<file path="src/rtl/xcvr_link_supervisor_if.sv">
`default_nettype none
// ----------------------------------------------------------------------------
// Module   : xcvr_link_supervisor_if
// Purpose  : Lane status inputs and bring-up control outputs of the supervisor.
// Revision : 1.0 - initial release
// ----------------------------------------------------------------------------
interface xcvr_link_supervisor_if #(
  parameter int BYTES = 8
);
  logic             Link_Enable;
  logic             Rx_Ready;
  logic             Rx_Val;
  logic [BYTES-1:0] Rx_Code_Violation;
  logic [BYTES-1:0] Rx_Disparity_Error;
  logic             Sync_OK;
  logic             Pcs_Rst_N;
  logic             Sync_Req;
  logic             Link_Up;
  logic             Link_Fail;
  logic [15:0]      Err_Count;
  logic [3:0]       Retry_Count;
  logic [2:0]       State;

  modport master (
    input  Link_Enable, Rx_Ready, Rx_Val, Rx_Code_Violation, Rx_Disparity_Error, Sync_OK,
    output Pcs_Rst_N, Sync_Req, Link_Up, Link_Fail, Err_Count, Retry_Count, State
  );

  modport slave (
    output Link_Enable, Rx_Ready, Rx_Val, Rx_Code_Violation, Rx_Disparity_Error, Sync_OK,
    input  Pcs_Rst_N, Sync_Req, Link_Up, Link_Fail, Err_Count, Retry_Count, State
  );
endinterface
`default_nettype wire

</file>
<file path="src/rtl/xcvr_link_supervisor.sv">
`default_nettype none
// ----------------------------------------------------------------------------
// Module   : xcvr_link_supervisor
// Purpose  : RX lane bring-up/recovery FSM with windowed error accounting.
// Revision : 1.0 - initial release
// ----------------------------------------------------------------------------
module xcvr_link_supervisor #(
  parameter int BYTES          = 8,
  parameter int PCS_RST_CYCLES = 32,
  parameter int SYNC_TIMEOUT   = 65535,
  parameter int STABLE_CYCLES  = 256,
  parameter int ERR_WINDOW     = 1024,
  parameter int ERR_THRESH     = 16,
  parameter int MAX_RETRIES    = 3
) (
  input  wire                    Clock,
  input  wire                    Reset_N,
  xcvr_link_supervisor_if.master bus
);

  localparam logic [2:0] S_IDLE       = 3'd0;
  localparam logic [2:0] S_PCS_RESET  = 3'd1;
  localparam logic [2:0] S_WAIT_READY = 3'd2;
  localparam logic [2:0] S_REQ_SYNC   = 3'd3;
  localparam logic [2:0] S_WAIT_SYNC  = 3'd4;
  localparam logic [2:0] S_STABLE     = 3'd5;
  localparam logic [2:0] S_LINK_UP    = 3'd6;
  localparam logic [2:0] S_FAILED     = 3'd7;

  localparam int CNT_MAX = (SYNC_TIMEOUT > STABLE_CYCLES)
                         ? ((SYNC_TIMEOUT > PCS_RST_CYCLES) ? SYNC_TIMEOUT : PCS_RST_CYCLES)
                         : ((STABLE_CYCLES > PCS_RST_CYCLES) ? STABLE_CYCLES : PCS_RST_CYCLES);
  localparam int CNT_W   = $clog2(CNT_MAX + 1);
  localparam int E_W     = $clog2(BYTES + 1);
  localparam int ACC_W   = $clog2(ERR_WINDOW * BYTES + 1);
  localparam int WIN_W   = $clog2(ERR_WINDOW + 1);

  logic [2:0]       state_q, state_d;
  logic [CNT_W-1:0] cnt_q, cnt_d;
  logic [ACC_W-1:0] acc_q, acc_d;
  logic [WIN_W-1:0] win_q, win_d;
  logic [15:0]      err_count_q, err_count_d;
  logic [3:0]       retry_q, retry_d;
  logic             pcs_rst_n_q, pcs_rst_n_d;
  logic             sync_req_q, sync_req_d;
  logic             link_up_q, link_up_d;
  logic             link_fail_q, link_fail_d;

  logic [BYTES-1:0] flagged;
  logic [E_W-1:0]   err_bytes;
  logic [ACC_W-1:0] acc_sum;
  logic [16:0]      err_sum;
  logic             active, err_event, retry_take, lane_lost;

  // Error event looks at the accumulator plus this cycle's flagged bytes.
  always_comb begin : p_err
    flagged   = bus.Rx_Code_Violation | bus.Rx_Disparity_Error;
    err_bytes = '0;
    for (int i = 0; i < BYTES; i++) begin
      err_bytes = err_bytes + E_W'(flagged[i]);
    end
    if (!bus.Rx_Val) begin
      err_bytes = '0;
    end
    active    = (state_q == S_STABLE) || (state_q == S_LINK_UP);
    acc_sum   = acc_q + ACC_W'(err_bytes);
    err_event = active && (int'(acc_sum) >= ERR_THRESH);
    lane_lost = !bus.Sync_OK || !bus.Rx_Ready || err_event;
  end

  always_ff @(posedge Clock or negedge Reset_N) begin : p_state_reg
    if (!Reset_N) begin
      state_q <= S_IDLE;
    end else begin
      state_q <= state_d;
    end
  end

  always_comb begin : p_next
    state_d    = state_q;
    retry_take = 1'b0;
    case (state_q)
      S_IDLE:       state_d = S_PCS_RESET;
      S_PCS_RESET:  if (cnt_q == CNT_W'(PCS_RST_CYCLES - 1)) state_d = S_WAIT_READY;
      S_WAIT_READY: begin
        if (bus.Rx_Ready && bus.Rx_Val)               state_d    = S_REQ_SYNC;
        else if (cnt_q == CNT_W'(SYNC_TIMEOUT - 1))   retry_take = 1'b1;
      end
      S_REQ_SYNC:   state_d = S_WAIT_SYNC;
      S_WAIT_SYNC: begin
        if (bus.Sync_OK)                              state_d    = S_STABLE;
        else if (cnt_q == CNT_W'(SYNC_TIMEOUT - 1))   retry_take = 1'b1;
      end
      S_STABLE: begin
        if (lane_lost)                                retry_take = 1'b1;
        else if (cnt_q == CNT_W'(STABLE_CYCLES - 1))  state_d    = S_LINK_UP;
      end
      S_LINK_UP:    if (lane_lost) retry_take = 1'b1;
      S_FAILED:     state_d = S_FAILED;
      default:      state_d = S_IDLE;
    endcase
    if (retry_take) begin
      state_d = (retry_q == 4'(MAX_RETRIES)) ? S_FAILED : S_PCS_RESET;
    end
    if (!bus.Link_Enable) begin
      state_d = S_IDLE;
    end
  end

  // Outputs are registered from the next state so they line up with State.
  always_comb begin : p_out
    pcs_rst_n_d = !((state_d == S_IDLE) || (state_d == S_PCS_RESET) || (state_d == S_FAILED));
    sync_req_d  = (state_d == S_REQ_SYNC);
    link_up_d   = (state_d == S_LINK_UP);
    link_fail_d = (state_d == S_FAILED);

    if (state_d != state_q) begin
      cnt_d = '0;
    end else if ((state_q == S_PCS_RESET) || (state_q == S_WAIT_READY) ||
                 (state_q == S_WAIT_SYNC) || (state_q == S_STABLE)) begin
      cnt_d = cnt_q + CNT_W'(1);
    end else begin
      cnt_d = cnt_q;
    end

    retry_d = retry_q;
    if ((state_q == S_IDLE) && (state_d == S_PCS_RESET)) begin
      retry_d = '0;
    end else if ((state_d == S_LINK_UP) && (state_q != S_LINK_UP)) begin
      retry_d = '0;
    end else if (retry_take && (state_d == S_PCS_RESET)) begin
      retry_d = retry_q + 4'd1;
    end

    err_sum     = {1'b0, err_count_q} + 17'(err_bytes);
    err_count_d = err_count_q;
    if ((state_q == S_IDLE) && (state_d == S_PCS_RESET)) begin
      err_count_d = '0;
    end else if (active) begin
      err_count_d = err_sum[16] ? 16'hFFFF : err_sum[15:0];
    end

    acc_d = '0;
    win_d = '0;
    if (active && (win_q != WIN_W'(ERR_WINDOW - 1))) begin
      acc_d = acc_sum;
      win_d = win_q + WIN_W'(1);
    end
  end

  always_ff @(posedge Clock or negedge Reset_N) begin : p_data_reg
    if (!Reset_N) begin
      cnt_q       <= '0;
      acc_q       <= '0;
      win_q       <= '0;
      err_count_q <= '0;
      retry_q     <= '0;
      pcs_rst_n_q <= 1'b0;
      sync_req_q  <= 1'b0;
      link_up_q   <= 1'b0;
      link_fail_q <= 1'b0;
    end else begin
      cnt_q       <= cnt_d;
      acc_q       <= acc_d;
      win_q       <= win_d;
      err_count_q <= err_count_d;
      retry_q     <= retry_d;
      pcs_rst_n_q <= pcs_rst_n_d;
      sync_req_q  <= sync_req_d;
      link_up_q   <= link_up_d;
      link_fail_q <= link_fail_d;
    end
  end

  assign bus.Pcs_Rst_N   = pcs_rst_n_q;
  assign bus.Sync_Req    = sync_req_q;
  assign bus.Link_Up     = link_up_q;
  assign bus.Link_Fail   = link_fail_q;
  assign bus.Err_Count   = err_count_q;
  assign bus.Retry_Count = retry_q;
  assign bus.State       = state_q;

endmodule
`default_nettype wire

</file>
<file path="src/flat_wrapper.sv">
// flat-port wrapper written by rule: the top's interface ports become plain ports
module xcvr_link_supervisor_flat 
#(
  parameter int BYTES          = 8,
  parameter int PCS_RST_CYCLES = 32,
  parameter int SYNC_TIMEOUT   = 65535,
  parameter int STABLE_CYCLES  = 256,
  parameter int ERR_WINDOW     = 1024,
  parameter int ERR_THRESH     = 16,
  parameter int MAX_RETRIES    = 3
)
  (Clock, Reset_N, bus_Link_Enable, bus_Rx_Ready, bus_Rx_Val, bus_Rx_Code_Violation, bus_Rx_Disparity_Error, bus_Sync_OK, bus_Pcs_Rst_N, bus_Sync_Req, bus_Link_Up, bus_Link_Fail, bus_Err_Count, bus_Retry_Count, bus_State);
  xcvr_link_supervisor_if #(.BYTES(BYTES)) bus_i ();
  input  wire Clock;
  input  wire Reset_N;
  input wire logic [$bits(bus_i.Link_Enable)-1:0] bus_Link_Enable;
  input wire logic [$bits(bus_i.Rx_Ready)-1:0] bus_Rx_Ready;
  input wire logic [$bits(bus_i.Rx_Val)-1:0] bus_Rx_Val;
  input wire logic [$bits(bus_i.Rx_Code_Violation)-1:0] bus_Rx_Code_Violation;
  input wire logic [$bits(bus_i.Rx_Disparity_Error)-1:0] bus_Rx_Disparity_Error;
  input wire logic [$bits(bus_i.Sync_OK)-1:0] bus_Sync_OK;
  output wire logic [$bits(bus_i.Pcs_Rst_N)-1:0] bus_Pcs_Rst_N;
  output wire logic [$bits(bus_i.Sync_Req)-1:0] bus_Sync_Req;
  output wire logic [$bits(bus_i.Link_Up)-1:0] bus_Link_Up;
  output wire logic [$bits(bus_i.Link_Fail)-1:0] bus_Link_Fail;
  output wire logic [$bits(bus_i.Err_Count)-1:0] bus_Err_Count;
  output wire logic [$bits(bus_i.Retry_Count)-1:0] bus_Retry_Count;
  output wire logic [$bits(bus_i.State)-1:0] bus_State;
  assign bus_i.Link_Enable = bus_Link_Enable;
  assign bus_i.Rx_Ready = bus_Rx_Ready;
  assign bus_i.Rx_Val = bus_Rx_Val;
  assign bus_i.Rx_Code_Violation = bus_Rx_Code_Violation;
  assign bus_i.Rx_Disparity_Error = bus_Rx_Disparity_Error;
  assign bus_i.Sync_OK = bus_Sync_OK;
  assign bus_Pcs_Rst_N = bus_i.Pcs_Rst_N;
  assign bus_Sync_Req = bus_i.Sync_Req;
  assign bus_Link_Up = bus_i.Link_Up;
  assign bus_Link_Fail = bus_i.Link_Fail;
  assign bus_Err_Count = bus_i.Err_Count;
  assign bus_Retry_Count = bus_i.Retry_Count;
  assign bus_State = bus_i.State;
  xcvr_link_supervisor #(.BYTES(BYTES), .PCS_RST_CYCLES(PCS_RST_CYCLES), .SYNC_TIMEOUT(SYNC_TIMEOUT), .STABLE_CYCLES(STABLE_CYCLES), .ERR_WINDOW(ERR_WINDOW), .ERR_THRESH(ERR_THRESH), .MAX_RETRIES(MAX_RETRIES)) u_core (.Clock(Clock), .Reset_N(Reset_N), .bus(bus_i));
endmodule
</file>
<file path="config.mk">
export PLATFORM = sky130hd
export DESIGN_NAME = xcvr_link_supervisor_flat
export DESIGN_NICKNAME = d
export VERILOG_FILES = /design/src/rtl/xcvr_link_supervisor_if.sv /design/src/rtl/xcvr_link_supervisor.sv /design/src/flat_wrapper.sv
export SDC_FILE = /design/constraint.sdc
export NUM_CORES = 1
export LEC_CHECK = 0
export CELL_PAD_IN_SITES_DETAIL_PLACEMENT = 0
export CELL_PAD_IN_SITES_GLOBAL_PLACEMENT = 1
export CORE_MARGIN = 2
export CORE_UTILIZATION = 39
export DETAILED_ROUTE_END_ITERATION = 8
export PLACE_DENSITY_LB_ADDON = 0.2
export RECOVER_POWER = 50
export SLEW_MARGIN = 15
export SYNTH_ARGS = -nofsm -noshare
export SYNTH_HDL_FRONTEND = slang
export SYNTH_SLANG_ARGS = --single-unit
</file>
<file path="constraint.sdc">
create_clock -name Clock -period 3.7 [get_ports Clock]
set_clock_uncertainty 0.1 [all_clocks]
set_input_delay 0.74 -clock Clock [delete_from_list [all_inputs] [get_ports Clock]]
set_output_delay 0.74 -clock Clock [all_outputs]
set_load 0.05 [all_outputs]
</file>
Yosys cells after proc, flatten, opt, wreduce, memory -nomap -nowiden
Index checks and enable logic that the tools add are counted.

Register bits after elaboration: 68. Input bits: 22. Output and inout port bits: 27.

Add/sub/neg operators: 12. Order comparisons: 1. Equal/unequal tests: 18. Muxes and demuxes: 25. Bitwise gates (word level): 1. Reductions and logical operators: 23.

Operators by type and width (count): 16-bit 2-to-1 mux (5); 4-bit by 1-bit adder with 4-bit output (6); 3-bit 2-to-1 mux (8); 3-bit one-hot mux with 7 select lines (1); 3-bit == test (second input constant) (6); 16-bit by 4-bit adder with 17-bit output (1); 16-bit by 1-bit adder with 16-bit output (second input constant) (1); 16-bit == test (second input constant) (1); 16-bit by 5-bit == test with 1-bit output (second input constant) (1); 16-bit by 8-bit == test with 1-bit output (second input constant) (1); 4-bit 2-to-1 mux (4); 14-bit by 4-bit adder with 14-bit output (1); 14-bit by 5-bit greater-or-equal comparator with 1-bit output (second input constant) (1); 14-bit 2-to-1 mux (1); 11-bit by 1-bit adder with 11-bit output (second input constant) (1); 11-bit 2-to-1 mux (1); 11-bit by 10-bit != test with 1-bit output (second input constant) (1); 3-bit by 2-bit == test with 1-bit output (second input constant) (3); 1-bit logical OR (8); 8-bit bitwise OR (1); 3-bit by 1-bit == test with 1-bit output (second input constant) (2); 1-bit logical AND (6); 3-bit zero test (2); 4-bit by 1-bit adder with 4-bit output (second input constant) (1); 10 further kinds (16).

Logic depth before layout (Yosys ltp)
Gate-level depths: netlist of the first run.

Depth after elaboration: 22. Mapped depth: 21. Depth with buffers taken out: 19.

Worst setup path after synthesis of the first run
Ideal clock, no wire load.

Path kind: input to register. Start point: in bus_Rx_Disparity_Error[0]. End point: reg u_core.cnt_q[10]. Library setup time: 0.127 ns. Arrival: 6.080 ns. Data required time: 3.473 ns. Path slack: -2.608 ns. Stages on the path: 21. Buffers on the path: 2. Cell sequence: or2_2 ha_1 fa_1 fa_1 inv_1 fa_1 inv_1 fa_1 nand2_1 inv_1 fa_1 a211oi_1 or4b_4 mux2_1 o22ai_1 and4b_1 buf_6 mux2i_2 xor2_2 buf_6 nor4_2.

Longest elaborated chain between the ends: 19.

Ends and longest elaborated chain: start, declared (line flat_wrapper.sv:20) `input wire logic [$bits(bus_i.Rx_Disparity_Error)-1:0] bus_Rx_Disparity_Error;`; 8-bit bitwise OR * (line xcvr_link_supervisor.sv:57) `flagged = bus.Rx_Code_Violation | bus.Rx_Disparity_Error;`; 1-bit by 1-bit adder with 2-bit output * (line xcvr_link_supervisor.sv:60) `err_bytes = err_bytes + E_W'(flagged[i]);`; 4-bit by 1-bit adder with 4-bit output * (6 in series) (line xcvr_link_supervisor.sv:60); 4-bit 2-to-1 mux * (line xcvr_link_supervisor.sv:62) `if (!bus.Rx_Val) begin`; 14-bit by 4-bit adder with 14-bit output * (line xcvr_link_supervisor.sv:66) `acc_sum = acc_q + ACC_W'(err_bytes);`; 14-bit by 5-bit greater-or-equal comparator with 1-bit output * (line xcvr_link_supervisor.sv:67) `err_event = active && (int'(acc_sum) >= ERR_THRESH);`; 1-bit logical AND * (line xcvr_link_supervisor.sv:67); 1-bit logical OR * (line xcvr_link_supervisor.sv:68) `lane_lost = !bus.Sync_OK || !bus.Rx_Ready || err_event;`; 3-bit 2-to-1 mux / 1-bit 2-to-1 mux (equally long branches) (line xcvr_link_supervisor.sv:95, xcvr_link_supervisor.sv:98); 3-bit one-hot mux with 7 select lines / 1-bit one-hot mux with 3 select lines (equally long branches) (line xcvr_link_supervisor.sv:82) `case (state_q)`; 3-bit 2-to-1 mux * (line xcvr_link_supervisor.sv:102) `if (retry_take) begin`; 3-bit 2-to-1 mux * (line xcvr_link_supervisor.sv:105) `if (!bus.Link_Enable) begin`; net u_core.state_d[1] (line xcvr_link_supervisor.sv:38) `logic [2:0] state_q, state_d;`; 3-bit != test * (line xcvr_link_supervisor.sv:117) `if (state_d != state_q) begin`; 16-bit 2-to-1 mux / 2-bit nonzero test (equally long branches); end signal, assigned (line xcvr_link_supervisor.sv:163) `cnt_q <= cnt_d;`; end, declared (line xcvr_link_supervisor.sv:39) `logic [CNT_W-1:0] cnt_q, cnt_d;`.

The timed path passes the listed nets; every way through them passes the cells marked *. A chain may end at the register's enable or synchronous reset.

Worst setup path after layout of the first run
Start point: in bus_Rx_Code_Violation[1]. End point: reg u_core.cnt_q[6].

Longest elaborated chain between the ends: 19.

Ends and longest elaborated chain: start, declared (line flat_wrapper.sv:19) `input wire logic [$bits(bus_i.Rx_Code_Violation)-1:0] bus_Rx_Code_Violation;`; 8-bit bitwise OR * (line xcvr_link_supervisor.sv:57); 1-bit by 1-bit adder with 2-bit output * (line xcvr_link_supervisor.sv:60); 4-bit by 1-bit adder with 4-bit output * (6 in series) (line xcvr_link_supervisor.sv:60); 4-bit 2-to-1 mux * (line xcvr_link_supervisor.sv:62); 14-bit by 4-bit adder with 14-bit output * (line xcvr_link_supervisor.sv:66); 14-bit by 5-bit greater-or-equal comparator with 1-bit output * (line xcvr_link_supervisor.sv:67); 1-bit logical AND * (line xcvr_link_supervisor.sv:67); 1-bit logical OR * (line xcvr_link_supervisor.sv:68); 3-bit 2-to-1 mux / 1-bit 2-to-1 mux (equally long branches) (line xcvr_link_supervisor.sv:95, xcvr_link_supervisor.sv:98); 3-bit one-hot mux with 7 select lines / 1-bit one-hot mux with 3 select lines (equally long branches) (line xcvr_link_supervisor.sv:82); 3-bit 2-to-1 mux * (line xcvr_link_supervisor.sv:102); 3-bit 2-to-1 mux * (line xcvr_link_supervisor.sv:105); 3-bit != test * (line xcvr_link_supervisor.sv:117); 16-bit 2-to-1 mux / 2-bit nonzero test (equally long branches).

Every way passes the cells marked *; elsewhere a longest branch is shown, timed or not.

==> results.md, run 1 <==
- Synthesized Nets: 502
- CP required: 3.86 ns
- Gr usage total: roughly a fifth
- Synthesized flop and latch total: 68
- GR Util met1: between 20% and 30%
- Routing usage on met2: 32.4%
- R2r endpoint: u_core.cnt_q[6]
- Worst r2r path cells: 12
- Antenna-violating nets left: 0
- Non-filler cells, final: roughly 700
- Total CTS buffers: 9
- Post-synthesis cell area: 4250 µm²
- HP Class: flip-flop to flip-flop
- Clk pwr share: about two fifths
- Vias in the first global route: 3797
- Busiest metal layer after global routing: met2
- Die H: 108 µm
- FF-to-FF setup slack: 0.35 ns
- Core footprint: between 10000 and 15000 µm²
- Total wire length: 11000 µm
- Register area: 1700 µm²
- Crit path capture type: flip-flop
- LEAKAGE: 2.46 nW
- Critical path depth in cells: 22
- Pwr Total: 1.76 mW
- PD cells: roughly 280 nW/µm²
- Row cnt: 38
- Post-Syn Area per Cell: 9.26 µm²
- R2R Path Start: u_core.acc_q[0]
- Critical path startpoint category: input pin
- Prevailing post-synth register cell: dfrtp_1
- Fin worst setup slack: -1.90 ns
- Remaining DRCs: 0
- Netlist cell types: 62
- Hold Vio Cnt, Final: 0
- Layout net count: 605
- Rel. slew slack: -54.4%
- Multi-input logic area: ~3100 µm²
- Net Sw Power: about 0.46 mW
- Crit share post-route: 151%
- Register area share after synthesis: 40.0%
- Status: complete, but fails checks
- Die W: 108 µm
- DP HPWL: 7300 µm
- Internal: 1.30 mW
- Setup slack after placement: -2.63 ns
- Crit-path cells: buf_6 > or2_4 > ha_4 > fa_1 > fa_1 > inv_2 > fa_2 > inv_2 > fa_2 > xor2_1 > and2_4 > ha_4 > a211oi_4 > or4b_4 > mux2_4 > o22ai_2 > and4b_4 > buf_8 > a21boi_4 > mux2i_4 > buf_12 > nor4_4
- Initial Utilization: 39.5%
- Crit path time final: 5.60 ns
- Fill count: 943
- Layout cells sized above 1: 35.4%
- Clock Path Buffers: 2
- Port bufs: 48
- Crit path max-delay cell type: or4b_4
- Antenna Cells: 0
- First-pass GRT wire length: roughly 18000 µm
- Met3 layer usage reported by global route: 3.74%
- Maximum vdd ir drop: between 0.00015 and 0.0002 V
- Max Freq: 179 MHz
- Synth warn: 0
- Worst-path clk slew: 0.07 ns
- Flop pwr share: 43.1%
- Worst Max-Slew Pin Slew: 2.32 ns
- Placed cells: 674
- Setup CP Type: input pin to flip-flop
- Post-synthesis async set-or-reset flop share: 100%
- Number of I/O pins: 49
- Fin util: 59.4%
- Crit path max fanout: 8
- Max-Cap Viols: 1
- Die area: 11700 µm²
- CTS Root Cell: clkbuf_8
- Post-Syn Instances: 459
- Vias: 3730
- Max Transition Viols Final: 42
- Violated checks: max-capacitance violations, max-slew violations, negative setup slack
- RSZ-0062 raised after global routing: yes
- Drt wl/cell: approximately 16 µm
- Worst path arrival time: 5.76 ns
- H-tree Lvls: 3
- Number of DRC violations after detailed-routing iteration 0: 153
- Detailed Routing Iterations Pass 1: 4
- Worst path max stage delay: 0.56 ns
- Post-synth EDFFs: 0
- Crit-path leading delay family: adder cells
- Combinational share of power: 15.6%
- GRT Residual Overflow: 0
- Routed vias/inst: 5.28
- Layout area overhead: 50.1%
- Post-synth top area share: between 40% and 50%
- Sw Share: 26.0%
- Initial antenna violation count: 0
- Worst skew pair latency: 0.37 ns
- Crit path buf inv count: 5
- Cell taking the most area after synthesis: dfrtp_1
- Crit path from: bus_Rx_Code_Violation[1]
- Final setup viols: between 50 and 60
- Sink Count: 68
- Largest net degree at the start of global routing: 42
- Placer congestion estimate: a little under 0.9
- Clock tree from TritonCTS: built
- Setup crit end: u_core.cnt_q[6]
- Area contributors post-synth: dfrtp_1 (40%), xor2_1 (5.8%), nor2_1 (5.2%)
[power groups by stage]
| stage | clock (mW) | combinational [mW] | sequential, mW |
|---|---|---|---|
| 4_1_cts | 0.745 | 0.267 | 0.757 |
| 3_5_place_dp | 0 | 0.234 | 0.772 |
| 2_1_floorplan | 0 | 0.123 | 0.775 |
| 6_report | 0.727 | 0.275 | 0.758 |
| 3_3_place_gp | 0 | 0.229 | 0.772 |
| 5_1_grt | 0.773 | 0.307 | 0.759 |
[flip-flops by register name, indices dropped and copies added (netlist names)]
name and count:
u_core.bus.Sync_Req 1, u_core.bus.Link_Up 1, u_core.bus.Retry_Count 4, u_core.bus.State 3
u_core.win_q 11, u_core.acc_q 14, u_core.bus.Pcs_Rst_N 1, u_core.cnt_q 16
u_core.bus.Err_Count 16, u_core.bus.Link_Fail 1
[worst min-delay path by stage]
stage | from | endpoint | slack [ns] | cells after the start
finish | u_core.win_q[0] | u_core.win_q[0] | 0.38 | 1
global route | u_core.win_q[0] | u_core.win_q[0] | 0.40 | 1
CTS | u_core.win_q[0] | u_core.win_q[0] | 0.39 | 1
detailed placement | u_core.win_q[0] | u_core.win_q[0] | 0.38 | 1
global placement | u_core.win_q[0] | u_core.win_q[0] | 0.37 | 1
floorplan | Reset_N | u_core.acc_q[0] | 0.34 | 0
[logic make-up after synthesis]
logic type	after synthesis	share of synthesized area, %
XOR/XNOR	51	10.7
multiplexers	6	1.62
flip-flops	68	40.0
AO/OA/AOI/OAI	69	10.6
adder cells (fa/ha/maj)	21	7.24
buffers and inverters	34	3.56
AND/OR/NAND/NOR	210	26.3
[final cells by class]
class	instances	area share, %
repair buffers	105	16.5
inverters	20	1.18
clock buffers	11	2.37
clock inverters	5	1.31
well taps	140	2.75
flip-flops and latches	68	26.7
multi-input cells	358	49.2
[repair_timing]
action	4_1_cts	5_1_grt
hold buffers	0	0
pin swaps	49	44
cloned	3	0
setup endpoints to repair	56	56
gates resized for setup	85	61
buffers inserted	16	6
[cells in the final DEF (no fill, tap or decap), drive strengths merged, types with 19 or more instances in the layout]
cell,count
dfrtp,68
nor2,59
buf,58
nand2,41
clkdlybuf4s50,39
xor2,29
nand3,27
a21oi,24
xnor2,22
inv,20
nor4,19
[through the flow]
step	hold slack [ns]	setup TNS [ns]	area, µm²
6_report	0.384	-67.88	6380
5_1_grt	0.404	-75.60	6380
4_1_cts	0.387	-74.86	6110
3_5_place_dp	0.378	-105.89	5370
3_3_place_gp	0.374	-103.10	5370
2_1_floorplan	0.344	-68.05	4440
[Yosys cell counts, drive strengths merged (2+ instances only)]
master,n
a211oi,5
a21boi,4
a21o,2
a21oi,24
a31o,3
a31oi,4
and2,7
and3,10
and4,2
buf,6
clkbuf,8
dfrtp,68
fa,6
ha,15
inv,20
mux2i,5
nand2,40
nand2b,2
nand3,27
nand4,8
nor2,59
nor2b,5
nor3,10
nor3b,3
nor4,19
nor4b,2
o21ai,11
or2,6
or3,4
or4,2
xnor2,22
xor2,29
[layer usage]
metal	part of all wire [%]	vias up
met5	0	-
met1	46	1833
met4	1.1	0
li1	-	1830
met3	3.9	10
met2	50	57
No activity file was read; power rests on OpenSTA's default activity.
==> run 2, diff against run 1 <==
Settings changed: PLACE_DENSITY_LB_ADDON 0.2 to 0.1.
==> run 2 against run 1 <==
Net effect: the flow still finishes with violations (max-capacitance violations, max-slew violations, negative setup slack); global-route usage grew 0.48 points; critical path depth rose by 2; die area unchanged; maximum frequency grew 0.24%; final cell count grew 1.3%; clock power is 28% lower; critical endpoint is now u_core.cnt_q[3]; largest cell class unchanged.
==> results.md, run 2 (synthesized netlist as in run 1, its figures left out) <==
- Hold path depth: 1
- Die W: 108 µm
- R2R Path Start: u_core.acc_q[0]
- Crit-path leading delay family: adder cells
- PD cells: around 250 nW/µm²
- LEAKAGE: roughly 2.5 nW
- Worst skew pair latency: 0.36 ns
- Critical path depth in cells: 24
- Worst Max-Slew Pin Slew: roughly 1.7 ns
- Port bufs: 48
- Number of DRC violations after detailed-routing iteration 0: 128
- H-tree Lvls: 3
- Largest net degree at the start of global routing: between 60 and 70
- First-pass GRT wire length: 18400 µm
- Crit path max-delay cell type: or4_4
- Crit path time final: approximately 5.6 ns
- Hold Vio Cnt, Final: 0
- Max-Cap Viols: 1
- Max Transition Viols Final: 69
- Worst-path clk slew: 0.07 ns
- Clock Path Buffers: 2
- Layout cells sized above 1: 37.2%
- Clock tree from TritonCTS: built
- Die H: 108 µm
- Maximum vdd ir drop: 0.000240 V
- Pwr Total: 1.57 mW
- DP HPWL: 7120 µm
- Setup CP Type: input pin to flip-flop
- Crit path capture type: flip-flop
- Worst path max stage delay: 0.56 ns
- Violated checks: max-capacitance violations, max-slew violations, negative setup slack
- RSZ-0062 raised after global routing: yes
- Gr usage total: 20.1%
- Initial Utilization: 39.5%
- Vias: 3753
- Worst path arrival time: between 5 and 6 ns
- Hold path startpoint: u_core.win_q[0]
- CP required: 3.84 ns
- Hold-fix buffers, CTS: 0
- Total wire length: 11200 µm
- Final setup viols: between 50 and 60
- HP Class: flip-flop to flip-flop
- Fin worst setup slack: -1.89 ns
- Placer congestion estimate: 0.821
- R2r endpoint: u_core.cnt_q[0]
- Status: complete, but fails checks
- Critical path startpoint category: input pin
- Commonest non-fill, non-tap cell in the layout: dfrtp_1
- Routed vias/inst: 5.24
- Layout area overhead: 49.1%
- Crit-path cells: buf_6 > or2_4 > ha_4 > fa_1 > fa_1 > inv_2 > fa_2 > inv_2 > fa_2 > nand2_4 > inv_4 > buf_6 > ha_4 > a21oi_4 > a2bb2oi_2 > or4_4 > o2111ai_2 > and4b_1 > buf_6 > buf_6 > or3_4 > nand3_4 > clkbuf_16 > nor4_4
- Max Freq: 179 MHz
- Drt wl/cell: 15.6 µm
- Remaining DRCs: 0
- Total CTS buffers: 9
- GRT Residual Overflow: 0
- Detailed Routing Iterations Pass 1: 4
- Cell mode on critical path: buf_6
- Crit path max fanout: 8
- Core footprint: 10700 µm²
- Crit share post-route: 151%
- Sink Count: 68
- FF-to-FF setup slack: 0.43 ns
- Crit path buf inv count: 8
- Highest-count cells in the layout ignoring fill and taps: dfrtp_1 (68), nor2_1 (52), clkdlybuf4s50_1 (39), buf_4 (39), nand2_1 (34)
- Layout net count: just over 600
- CTS Root Cell: clkbuf_8
- Worst r2r path cells: 12
- Number of I/O pins: 49
- Rel. slew slack: -15.0%
- Row cnt: 38
- Total Neg Setup Slack: -71.89 ns
- Initial antenna violation count: 0
- Die area: 11700 µm²
- Worst Hold End: u_core.win_q[0]
- Antenna-violating nets left: 0
- Antenna Cells: 0
- Vias in the first global route: roughly 3800
-- run 2: cell type report --
cell class	instances	area (µm²)
inverters	20	77.6
clock buffers	12	135
multi-input cells	358	3100
repair buffers	115	1130
well taps	140	175
flip-flops and latches	68	1700
fillers	960	4410
clock inverters	3	15.0
-- run 2: worst max-delay path by stage --
stage,endpoint,from
3_5_place_dp,u_core.bus.Retry_Count[1],bus_Rx_Disparity_Error[0]
5_1_grt,u_core.bus.Retry_Count[0],bus_Rx_Code_Violation[1]
2_1_floorplan,u_core.cnt_q[14],bus_Rx_Disparity_Error[0]
4_1_cts,u_core.cnt_q[1],bus_Rx_Code_Violation[1]
3_3_place_gp,u_core.cnt_q[3],bus_Rx_Disparity_Error[0]
6_report,u_core.cnt_q[3],bus_Rx_Code_Violation[1]
-- run 2: layer usage --
metal	GRT usage, %	routed length (µm)	vias to the layer above
met2	33.9	5650	53
li1	-	-	1837
met4	6.68	171	0
met1	25.6	4960	1846
met3	4.34	372	17
met5	0	0	-
-- run 2: where the power goes --
group	internal [mW]	switching [mW]	leakage, nW
Combinational	0.147	0.142	1.49
Clock	0.237	0.286	0.0800
Sequential	0.749	0.00927	0.943
Total	1.13	0.437	2.51
-- run 2: worst reg2reg max path: cells and delay by family, from the launching register on --
| family | cells | cell delay [ns] |
|---|---|---|
| adder cells (fa/ha/maj) | 2 | 0.64 |
| multiplexers | 2 | 0.58 |
| AND/OR/NAND/NOR | 3 | 0.46 |
| AO/OA/AOI/OAI | 2 | 0.41 |
| flip-flops | 1 | 0.37 |
| buffers and inverters | 2 | 0.32 |
| XOR/XNOR | 1 | 0.27 |
-- run 2: timing repair --
item,CTS,global route
gates cloned,2,1
setup endpoints to repair,56,56
gates resized for setup,90,46
buffers inserted,14,17
pin swaps,44,40
-- run 2: stage by stage --
stage	worst slack [ns]	std cells	utilization, %	hold slack, ns	area (µm²)
detailed placement	-2.70	673	49.9	0.386	5360
CTS	-1.96	704	55.9	0.299	6000
global route	-2.01	716	58.9	0.417	6330
global placement	-2.53	673	49.9	0.376	5360
floorplan	-2.03	459	-	0.344	4440
finish	-1.89	716	58.9	0.393	6330
==> RTL change: new RTL, flow settings as in run 1 <==
Reset style: synchronous (`Reset_N`), changed in 2 clocked blocks.
--- a/src/rtl/xcvr_link_supervisor.sv
+++ b/src/rtl/xcvr_link_supervisor.sv
@@ -70,3 +70,3 @@
 
-  always_ff @(posedge Clock or negedge Reset_N) begin : p_state_reg
+  always_ff @(posedge Clock) begin : p_state_reg
     if (!Reset_N) begin
@@ -150,3 +150,3 @@
 
-  always_ff @(posedge Clock or negedge Reset_N) begin : p_data_reg
+  always_ff @(posedge Clock) begin : p_data_reg
     if (!Reset_N) begin
Function: differs if Reset_N is asserted again (counterexample within 4 cycles, from zero or initial values and one cycle with Reset_N low); with Reset_N held inactive, the same outputs for 10 cycles.
==> RTL change against run 1 <==
  * Design area is 1.3% higher
  * Register-to-register slack improved by 0.05 ns
  * Synthesized cell count up 10%
  * Largest cell class unchanged
  * Largest power group unchanged
  * Area after synthesis shrank 1.0%
  * Critical path depth grew 1
  * Wire length rose by 18%
  * Core utilization grew 2.7 points
  * The flow finishes with violations (setup timing)
  * Power fell by 8.4%
  * Sequential cell count unchanged
  * Setup slack lost 0.26 ns
==> RTL change: results (changes against run 1) <==
The flow ran to the end, but the final reports show violations. The final reports fail on setup timing. The number of nets at the end of the flow is 683 (+13%).

The H-tree depth came out at 3 (unchanged). The met2 demand-to-capacity share in global routing came out at 38.41% (+6.0 points). The hold-fix buffer count after cts came out at 0 (unchanged). The number of nets produced by synthesis is 550 (+9.6%). The number of filler cells placed in the layout was 907 (-3.8%). The initial antenna violation count came out at 0 (unchanged).

The worst-case setup slack after placement is -2.806 ns (-0.1757 ns). The share of cells above drive strength 1 came out at 35.97% (+0.52 points). By area the synthesized netlist is led by sky130_fd_sc_hd__dfxtp_1 (32%), sky130_fd_sc_hd__xnor2_1 (5.8%), sky130_fd_sc_hd__nor2_1 (4.7%). The routed wire length was 12.94 mm (+18%).

The via count of the first global-routing pass is 4239 (+12%). The latest clock arrival within the worst-skew pair came out at 0.38 ns. The global routing usage on met3 came to 5.872% (+2.1 points).

The buffer levels on the longest clock path is 2 (unchanged). The count of input and output buffers is 48 (unchanged). After synthesis, the most frequently instantiated cells are sky130_fd_sc_hd__dfxtp_1 (68), sky130_fd_sc_hd__nor2_1 (53), sky130_fd_sc_hd__nand2_1 (43). The register area share after synthesis came out at 32.36% (-7.7 points).

The distinct cell type count of the synthesized netlist came out at 55 (-11%). The number of gates resized after CTS came out at 103 (+21%). CTS placed an instance of sky130_fd_sc_hd__clkbuf_8 at the clock tree root. The total track usage is 22.77% (+3.2 points). The worst path setup slack after routing is -2.159 ns (-0.2588 ns). The first-pass iteration count of the detailed router is 4 (unchanged). The slew at the pin closest to its max-slew limit came out at 1.109 ns (-1.206 ns). The met3 routed wirelength came to 651 um (+54%). The proportion of synthesized flip-flops having asynchronous set or reset is 0% (-100 points). The count of final setup violators came to 56 (unchanged). Among cell families on the critical path, the largest total delay comes from adder cells.

The number of DRC markers after the initial detailed-route iteration is 198 (+29%). The post-CTS setup repair buffer count is 20 (+4). The standard cell area after detailed placement was 0.005399 mm2 (+0.61%). The maximum VDD drop is 0.0001967 V (+13%).

The pin count of the biggest net entering global routing is 24 (-43%). The met1 wire length was 5.632 mm (+13%). The maximum fanout count along the critical path came out at 8 (unchanged). The global-route track usage on met1 came out at 27.25% (+1.4 points). The post-detailed-route via-to-cell ratio came out at 5.433 (+3.0%).

The clock buffer count from CTS came out at 9 (unchanged). The data arrival time of the critical path came out at 6.05 ns (+0.29 ns). The top routing layer in use is met4. The post-detailed-placement half-perimeter wirelength was 8.478 mm (+16%). The met2 wire length came out at 6.327 mm (+16%). On the critical path, the stage with the largest delay is an instance of sky130_fd_sc_hd__fa_1. The final antenna diode count is 0 (unchanged). The leakage power figure came out at 2.365 nW (-4.0%).

The maximum cell stage delay along the critical path came out at 0.49 ns (-0.07 ns). The number of hold-slack violations in the final timing report is 0 (unchanged). The count of yosys warnings during synthesis came out at 0 (unchanged). The clock-pin slew on the worst setup and hold paths is 0.07 ns (about the same).

The path class of the tightest hold or removal check is reg2reg. The placer's final routability congestion estimate is 0.8701 (about the same). The global-route wire length before repair came out at 20.56 mm (+13%).
==> RTL change: cell count changes in the layout (fill, tap and decap cells not counted), moves of 7 or more <==
cell                                     run 1  this run
sky130_fd_sc_hd__and4_1                      1         9
sky130_fd_sc_hd__buf_6                      23        34
sky130_fd_sc_hd__dlygate4sd3_1               0         8
sky130_fd_sc_hd__dfxtp_1                     0        68
sky130_fd_sc_hd__dfrtp_1                    68         0
sky130_fd_sc_hd__nand2_1                    33        40
sky130_fd_sc_hd__xnor2_1                    15        24
sky130_fd_sc_hd__buf_4                      26        61
sky130_fd_sc_hd__clkdlybuf4s50_1            39        32
==> RTL change: per-stage QoR <==
step           hold slack [ns]  instances  setup TNS, ns  total power, mW  util (%)
5_1_grt                 0.4156        781         -87.95            1.685     62.04
2_1_floorplan           0.3529        507         -75.57           0.8768         -
4_1_cts                 0.3963        769         -78.78            1.621     59.00
3_5_place_dp            0.3855        733        -117.37           0.9574     51.83
6_report                0.3853        781         -80.05            1.611     62.04
3_3_place_gp            0.3760        733        -112.95           0.9524     51.83
==> RTL change: path summary, 6_finish.rpt <==
| kind | start | end | slack (ns) | cells past startpoint |
|---|---|---|---|---|
| setup / recovery | bus_Rx_Code_Violation[1] | u_core.cnt_q[8]$_SDFFE_PP0P_ | -2.16 | 23 |
| setup reg to reg | u_core.acc_q[0]$_SDFF_PN0_ | u_core.cnt_q[11]$_SDFFE_PP0P_ | 0.40 | 12 |
| hold / removal | u_core.acc_q[12]$_SDFF_PN0_ | u_core.acc_q[12]$_SDFF_PN0_ | 0.39 | 2 |
| hold reg to reg | u_core.acc_q[12]$_SDFF_PN0_ | u_core.acc_q[12]$_SDFF_PN0_ | 0.39 | 2 |
==> RTL change: logic make-up (layout without fill, tap and decap cells) <==
family	count (synthesis)	in the layout	share of synthesized area, %
xor gates and xnor gates	50	50	10.41
and+or+nand+nor	234	234	29.33
adders and majority gates	21	21	7.317
buffers and inverters	44	181	4.372
DFF	68	68	32.36
muxes	2	2	0.4759
AOI/OAI and AO/OA	88	89	15.73
==> RTL change: power by group <==
| part | switching [mW] | leakage, nW | total, mW | internal (mW) |
|---|---|---|---|---|
| registers | 0.00386 | 0.548 | 0.737 | 0.733 |
| logic | 0.117 | 1.72 | 0.232 | 0.115 |
| clock network | 0.297 | 0.102 | 0.642 | 0.346 |
| total | 0.417 | 2.37 | 1.61 | 1.19 |
==> RTL change: final cells by class <==
cell class | count | area [um2] | share of cell area [%]
Multi-Input combinational cell | 396 | 3333 | 51.58
Sequential cell | 68 | 1361 | 21.06
Timing Repair Buffer | 144 | 1314 | 20.33
Tap cell | 136 | 170.2 | 2.633
Clock buffer | 12 | 155.1 | 2.401
Inverter | 21 | 81.33 | 1.258
Clock inverter | 4 | 47.55 | 0.7357
